<file path="config.mk">
export PLATFORM = sky130hd
export DESIGN_NAME = uart_tx_arbiter
export DESIGN_NICKNAME = d
export VERILOG_FILES = /design/src/rtl/uart_tx_arbiter.sv
export SDC_FILE = /design/constraint.sdc
export NUM_CORES = 1
export LEC_CHECK = 0
export BUFFER_PORTS_ARGS = -buffer_cell sky130_fd_sc_hd__buf_2
export CORE_MARGIN = 8
export CORE_UTILIZATION = 54
export CTS_CLUSTER_DIAMETER = 120
export DETAILED_ROUTE_END_ITERATION = 16
export PLACE_DENSITY = 0.79
export SYNTH_ARGS = -nofsm -noshare
export SYNTH_HDL_FRONTEND = slang
export SYNTH_SLANG_ARGS = --single-unit
</file>
<file path="constraint.sdc">
create_clock -name clk -period 2 [get_ports clk]
set_input_delay 0.1 -clock clk [delete_from_list [all_inputs] [get_ports clk]]
set_output_delay 0.1 -clock clk [all_outputs]
set_load 0.1 [all_outputs]
</file>
<file path="src/rtl/uart_tx_arbiter.sv">
// uart_tx_arbiter: round-robin share of one 8N1 serial transmit line between two byte requesters.
// Optional feature: define UART_ARB_PARITY_EN to append an even-parity bit to each frame.
module uart_tx_arbiter #(
    parameter int CLKDIV = 106
) (
    input  logic       clk,
    input  logic       resetn,
    input  logic       req0_valid,
    input  logic [7:0] req0_data,
    output logic       req0_ready,
    input  logic       req1_valid,
    input  logic [7:0] req1_data,
    output logic       req1_ready,
    output logic       ser_tx,
    output logic       busy,
    output logic       grant_id
);
    localparam int W = $clog2(CLKDIV);
    localparam logic [W-1:0] DIV_LAST = W'(CLKDIV - 1);
`ifdef UART_ARB_PARITY_EN
    typedef enum logic [2:0] {IDLE, START, DATA, PARITY, STOP} state_t;
`else
    typedef enum logic [1:0] {IDLE, START, DATA, STOP} state_t;
`endif
    state_t       state;
    logic [W-1:0] div;
    logic [2:0]   bit_idx;
    logic [7:0]   data;
    logic         last;
    logic         grant;
    logic         tick;

    assign tick = div == DIV_LAST;

    // A contested request goes to whichever requester was not served last.
    always_comb begin
        grant      = (req0_valid && req1_valid) ? !last : req1_valid;
        req0_ready = (state == IDLE) && req0_valid && !grant;
        req1_ready = (state == IDLE) && req1_valid && grant;
    end

    always_ff @(posedge clk or negedge resetn) begin
        if (!resetn) begin
            state    <= IDLE;
            ser_tx   <= 1'b1;
            busy     <= 1'b0;
            grant_id <= 1'b0;
            bit_idx  <= '0;
            div      <= '0;
            last     <= 1'b1;
            data     <= '0;
        end else if (state == IDLE) begin
            div <= '0;
            if (req0_ready || req1_ready) begin
                data     <= grant ? req1_data : req0_data;
                grant_id <= grant;
                last     <= grant;
                state    <= START;
                ser_tx   <= 1'b0;
                busy     <= 1'b1;
            end
        end else begin
            div <= tick ? '0 : div + 1'b1;
            if (tick) begin
                case (state)
                    START: begin
                        state   <= DATA;
                        bit_idx <= '0;
                        ser_tx  <= data[0];
                    end
                    DATA: begin
                        if (bit_idx == 3'd7) begin
`ifdef UART_ARB_PARITY_EN
                            state  <= PARITY;
                            ser_tx <= ^data;
`else
                            state  <= STOP;
                            ser_tx <= 1'b1;
`endif
                        end else begin
                            bit_idx <= bit_idx + 3'd1;
                            ser_tx  <= data[bit_idx + 3'd1];
                        end
                    end
`ifdef UART_ARB_PARITY_EN
                    PARITY: begin
                        state  <= STOP;
                        ser_tx <= 1'b1;
                    end
`endif
                    default: begin
                        state  <= IDLE;
                        busy   <= 1'b0;
                        ser_tx <= 1'b1;
                    end
                endcase
            end
        end
    end
endmodule

</file>
# [Word level (Yosys, flattened, before mapping)]
# Cells that the tools add are included.
# W data, S select, Z words.
[op_classes] addsub=2 order_cmp=1 eq_ne=8 muxes=22 bitwise=1 n_reduce_logical=17
[ops] op="$mux W7" count=2
[ops] op="$mux W1" count=10
[ops] op="$mux W2" count=4
[ops] op="$mux W8" count=1
[ops] op="$add A7 B1 Y7 const B" count=1
[ops] op="$eq A7 B7 Y1 const B" count=1
[ops] op="$pmux W3 S2" count=1
[ops] op="$reduce_and A3 Y1" count=2
[ops] op="$logic_and A1 B1 Y1" count=5
[ops] op="$lt A3 B4 Y1 const B" count=1
[ops] op="$ne A2 B1 Y1 const B" count=2
[ops] op="$pmux W2 S2" count=1
[ops] op="$reduce_and A2 Y1" count=2
[ops] op="$reduce_and A4 Y1" count=1
[ops] op="$reduce_bool A2 Y1" count=2
[ops] op="$add A3 B1 Y3 const B" count=1
[ops] op="$bmux W1 S3" count=1
[ops] op="$eq A3 B3 Y1 const B" count=1
[ops] op="$mux W3" count=1
[ops] op="$ne A3 B3 Y1 const B" count=1
[ops] op="$eq A2 B1 Y1 const B" count=1
[ops] op="$eq A2 B2 Y1 const B" count=1
[ops] op="$logic_not A1 Y1" count=2
[ops] op="$logic_not A2 Y1" count=1
[ops] op="other kinds (5)" count=5
[totals] ff_bits=24 input_bits=20 wordCells=59

# [Longest topological paths before layout]
[logic_depth] word_depth=7 depth_mapped=7

# [Worst setup path after synthesis]
# Ideal clock, no wire load.
[synth_timing] path_type="flip-flop to output port" start="reg last" end="out req0_ready" arrival_time_ps=2048 setup_slack_ps=-148 path_stages_with_launch=4 n_path_buf=1 cell_sequence="dfstp_2 > a21boi_0 > buf_2 > nor2_1"
[synth_via] elab_chain_len=4
[synth_rtl] element="start: declaration" line="29" text="logic last;"
[synth_rtl] element="start signal: assignment" line="57" text="last <= grant;"
[synth_rtl] element="$logic_not A1 Y1" line="37" text="grant = (req0_valid && req1_valid) ? !last : req1_valid;"
[synth_rtl] element="$mux W1" line="37"
[synth_rtl] element="$logic_not A1 Y1" line="38" text="req0_ready = (state == IDLE) && req0_valid && !grant;"
[synth_rtl] element="$logic_and A1 B1 Y1" line="38"
[synth_rtl] element="end: declaration" line="10" text="output logic req0_ready,"
# Every way passes these cells.

# [Final worst setup path]
[layout_timing] start="reg state[1]" end="out req1_ready"
[layout_via] elab_chain_len=3
[layout_rtl] element="start: declaration" line="25" text="state_t state;"
[layout_rtl] element="start signal: assignment" line="44" text="state <= IDLE;"
[layout_rtl] element="start signal: assignment" line="58" text="state <= START;"
[layout_rtl] element="start signal: assignment" line="67" text="state <= DATA;"
[layout_rtl] element="$logic_not A2 Y1" line="39" text="req1_ready = (state == IDLE) && req1_valid && grant;"
[layout_rtl] element="$logic_and A1 B1 Y1 (2 in series)" line="39"
[layout_rtl] element="end: declaration" line="13" text="output logic req1_ready,"
# Every way passes these cells.

==> results.sh <==
export IMPL_status="complete, no violations"
export IMPL_grt_pass1_wl_um=4750
export IMPL_cts_root_buf="clkbuf_4"
export IMPL_reg2reg_slack_ns=0.25
export IMPL_grt_max_degree=25
export IMPL_drv_cap=0
export IMPL_setup_viol=0
export IMPL_synth_top_cells_by_count="22 x dfrtp_1, 18 x nand2_1, 11 x nor2_1, 10 x mux2i_1"
export IMPL_grt_pass1_vias=1110
export IMPL_die_w_um=65.0
export IMPL_area_growth_pct=16.9
export IMPL_wirelength_um=2680
export IMPL_path_clk_slew_ns=0.14
export IMPL_overflow=0
export IMPL_startpoint="state[1]"
export IMPL_cts_max_level=1
export IMPL_vias=1031
export IMPL_drt_drc_violations_left=0
export IMPL_switching_share=0.404
export IMPL_syn_cell_area_um2=1290
export IMPL_numPortBuffers=24
export IMPL_synth_warnings=0
export IMPL_place_ws_ns=0.289
export IMPL_end_kind="output port"
export IMPL_die_area_um2=4220
export IMPL_worstSetupPathType="register to output port"
export IMPL_hold_violations=0
export IMPL_p_seq_frac=0.386
export IMPL_worst_slack_ns=0.184
export IMPL_wl_per_cell_um=14.8
export IMPL_crit_slowest_cell="dfrtp_1"
export IMPL_p_clk_frac=0.188
export IMPL_gp_congestion=0.736
export IMPL_io_pins=25
export IMPL_drt_iter0_markers=22
export IMPL_drive_above_1_share=0.248
export IMPL_cts_tree="yes"
export IMPL_chipHeight_um=65.0
export IMPL_fin_crit_sh=0.908
export IMPL_clk_latency_ns=0.32
export IMPL_arrival_ns=1.72
export IMPL_cts_buffers=3
export IMPL_syn_nets=153
export IMPL_yosysUniqueCellTypes=35
export IMPL_synth_edf_count=0
export IMPL_dp_hpwl_um=2080
export IMPL_min_path_type="input port to register"
export IMPL_fin_crit_ns=1.82
export IMPL_cpPeakStageDelay_ns=0.41
export IMPL_leakage_uw=0.000730
export IMPL_initial_core_util=0.580
export IMPL_core_region_area_um2=2230
export IMPL_synthFlopType="dfrtp_1"
export IMPL_via_per_inst=5.70
export IMPL_ant_nets=0
export IMPL_yosysMostFrequentCell="dfrtp_1"
export IMPL_ys_seq_area_frac=0.466
export IMPL_internal_power_uw=1130
export IMPL_hp_start="req0_data[5]"
export IMPL_p_sw_uw=767
export IMPL_crit_family="buffers and inverters"
export IMPL_track_usage=0.135
export IMPL_nets=181
export IMPL_crit_chain="inv_1 > ha_1 > and2_1 > clkbuf_4"
export IMPL_synth_top_area_share=0.425
export IMPL_clock_sinks=24
export IMPL_fmax_ghz=0.551
export IMPL_cp_start_kind="register"
export IMPL_yosys_top_cells_area="dfrtp_1 43%, mux2i_1 7.7%, ha_1 6.8%, nand2_1 5.2%, dfstp_2 4.1%"
export IMPL_tightest_slew_ns=0.554
export IMPL_r2r_start="bit_idx[0]"
export IMPL_crit_fanout=8
export IMPL_rows=17
export IMPL_clk_path_buf_depth=2
export IMPL_netlist_instances=126
export IMPL_cp_num_buf_inv=2
export IMPL_syn_area_per_cell_um2=10.3
export IMPL_setup_tns_final_ns=0
export IMPL_n_antenna_cell=0
export IMPL_synthArstFlopShare=1.00
export IMPL_drtPass1Iterations=4
export IMPL_cellPowerDensity_nw_per_um2=1250
export IMPL_ir_drop_mv=1.37
export IMPL_clock_skew_ns=0.00639
export IMPL_rsz0062_at_grt="no"
export IMPL_relSlewSlack=0.628
export IMPL_crit_required_ns=1.90
export IMPL_p_comb_frac=0.427
export IMPL_final_max_slew_viol_count=0
export IMPL_yosys_area_top_type="dfrtp_1"
export IMPL_synth_seq_cells=24
export IMPL_antenna_found_initial=0
[per-stage QoR]
| stage | power, µW | instances | cell area (µm²) | util | hold WS, ns |
|---|---|---|---|---|---|
| after floorplan | 1360 | 126 | 1300 | - | -0.196 |
| after global placement | 1500 | 176 | 1450 | 0.648 | 0.101 |
| after detailed placement | 1550 | 176 | 1450 | 0.648 | 0.118 |
| after CTS | 1900 | 181 | 1510 | 0.676 | 0.0605 |
| after global routing | 2030 | 181 | 1510 | 0.678 | 0.0533 |
| final | 1900 | 181 | 1510 | 0.678 | 0.0556 |
[worst paths after layout]
check / to / cells past startpoint
min in group asynchronous: div[4] / 2
min: data[5] / 3
max: req1_ready / 4
min reg2reg: grant_id / 1
max reg2reg: ser_tx / 6
max in group asynchronous: last / 2
[worst register-to-register path, stage by stage, from the launching register on]
cell	delay (ns)
dfrtp_1	0.42
ha_1	0.21
ha_1	0.33
mux4_2	0.24
a2bb2oi_1	0.17
nand3_1	0.09
a41oi_1	0.23
[registers in the layout, indices dropped and copies added, names as in the netlist]
register and count:
div 7, last 1, ser_tx 1, bit_idx 3, state 2, busy 1
data 8, grant_id 1
[power by group through the flow]
| stage | combinational (µW) | sequential [µW] | clock, µW |
|---|---|---|---|
| 4_1_cts | 810 | 732 | 360 |
| 2_1_floorplan | 568 | 787 | 0 |
| 5_1_grt | 904 | 751 | 375 |
| 6_report | 810 | 732 | 356 |
| 3_5_place_dp | 805 | 744 | 0 |
| 3_3_place_gp | 770 | 732 | 0 |
[routing by layer]
| layer | track usage | share of wire | wire, µm | vias to the layer above |
|---|---|---|---|---|
| met5 | 0 | 0 | 0 | - |
| met4 | 0.0436 | 0.018 | 49 | 0 |
| met3 | 0.0309 | 0.031 | 84 | 8 |
| met2 | 0.240 | 0.51 | 1380 | 29 |
| met1 | 0.157 | 0.44 | 1170 | 491 |
| li1 | - | - | - | 503 |
[final cells by class]
class                      count  area (µm²)
fill                         188         719
multi-input combinational     94         654
sequential                    24         603
timing repair buffer          28         158
tap                           28        35.0
clock inverter                 1        30.0
clock buffer                   3        22.5
inverter                       3        11.3
[repair_timing]
item | 4_1_cts | 5_1_grt
hold endpoints to repair | 22 | 0
hold buffers | 1 | 0
setup buffers | 0 | 0
setup endpoints to repair | 0 | 2
resized for setup | 0 | 2
[cells in the final DEF, fill, tap and decap left out, drive strengths merged, types with 5 or more instances in the layout]
| cell type | synthesis | routed |
|---|---|---|
| o21ai | 9 | 9 |
| nand3 | 9 | 9 |
| dfrtp | 22 | 22 |
| mux2i | 10 | 10 |
| ha | 7 | 7 |
| clkbuf | 2 | 5 |
| buf | 3 | 25 |
| nand2 | 18 | 18 |
| nor2 | 11 | 11 |
[cell families (layout without fill, tap and decap cells)]
group,after synthesis,count (layout),share of synthesized area
xor gates and xnor gates,5,5,0.0338
AOI/OAI and AO/OA,24,24,0.126
buffers and inverters,8,35,0.0309
adders and majority gates,7,7,0.0676
and+or+nand+nor,47,47,0.182
muxes,11,11,0.0947
DFF,24,24,0.466
Power figures use the tool's default switching activity.
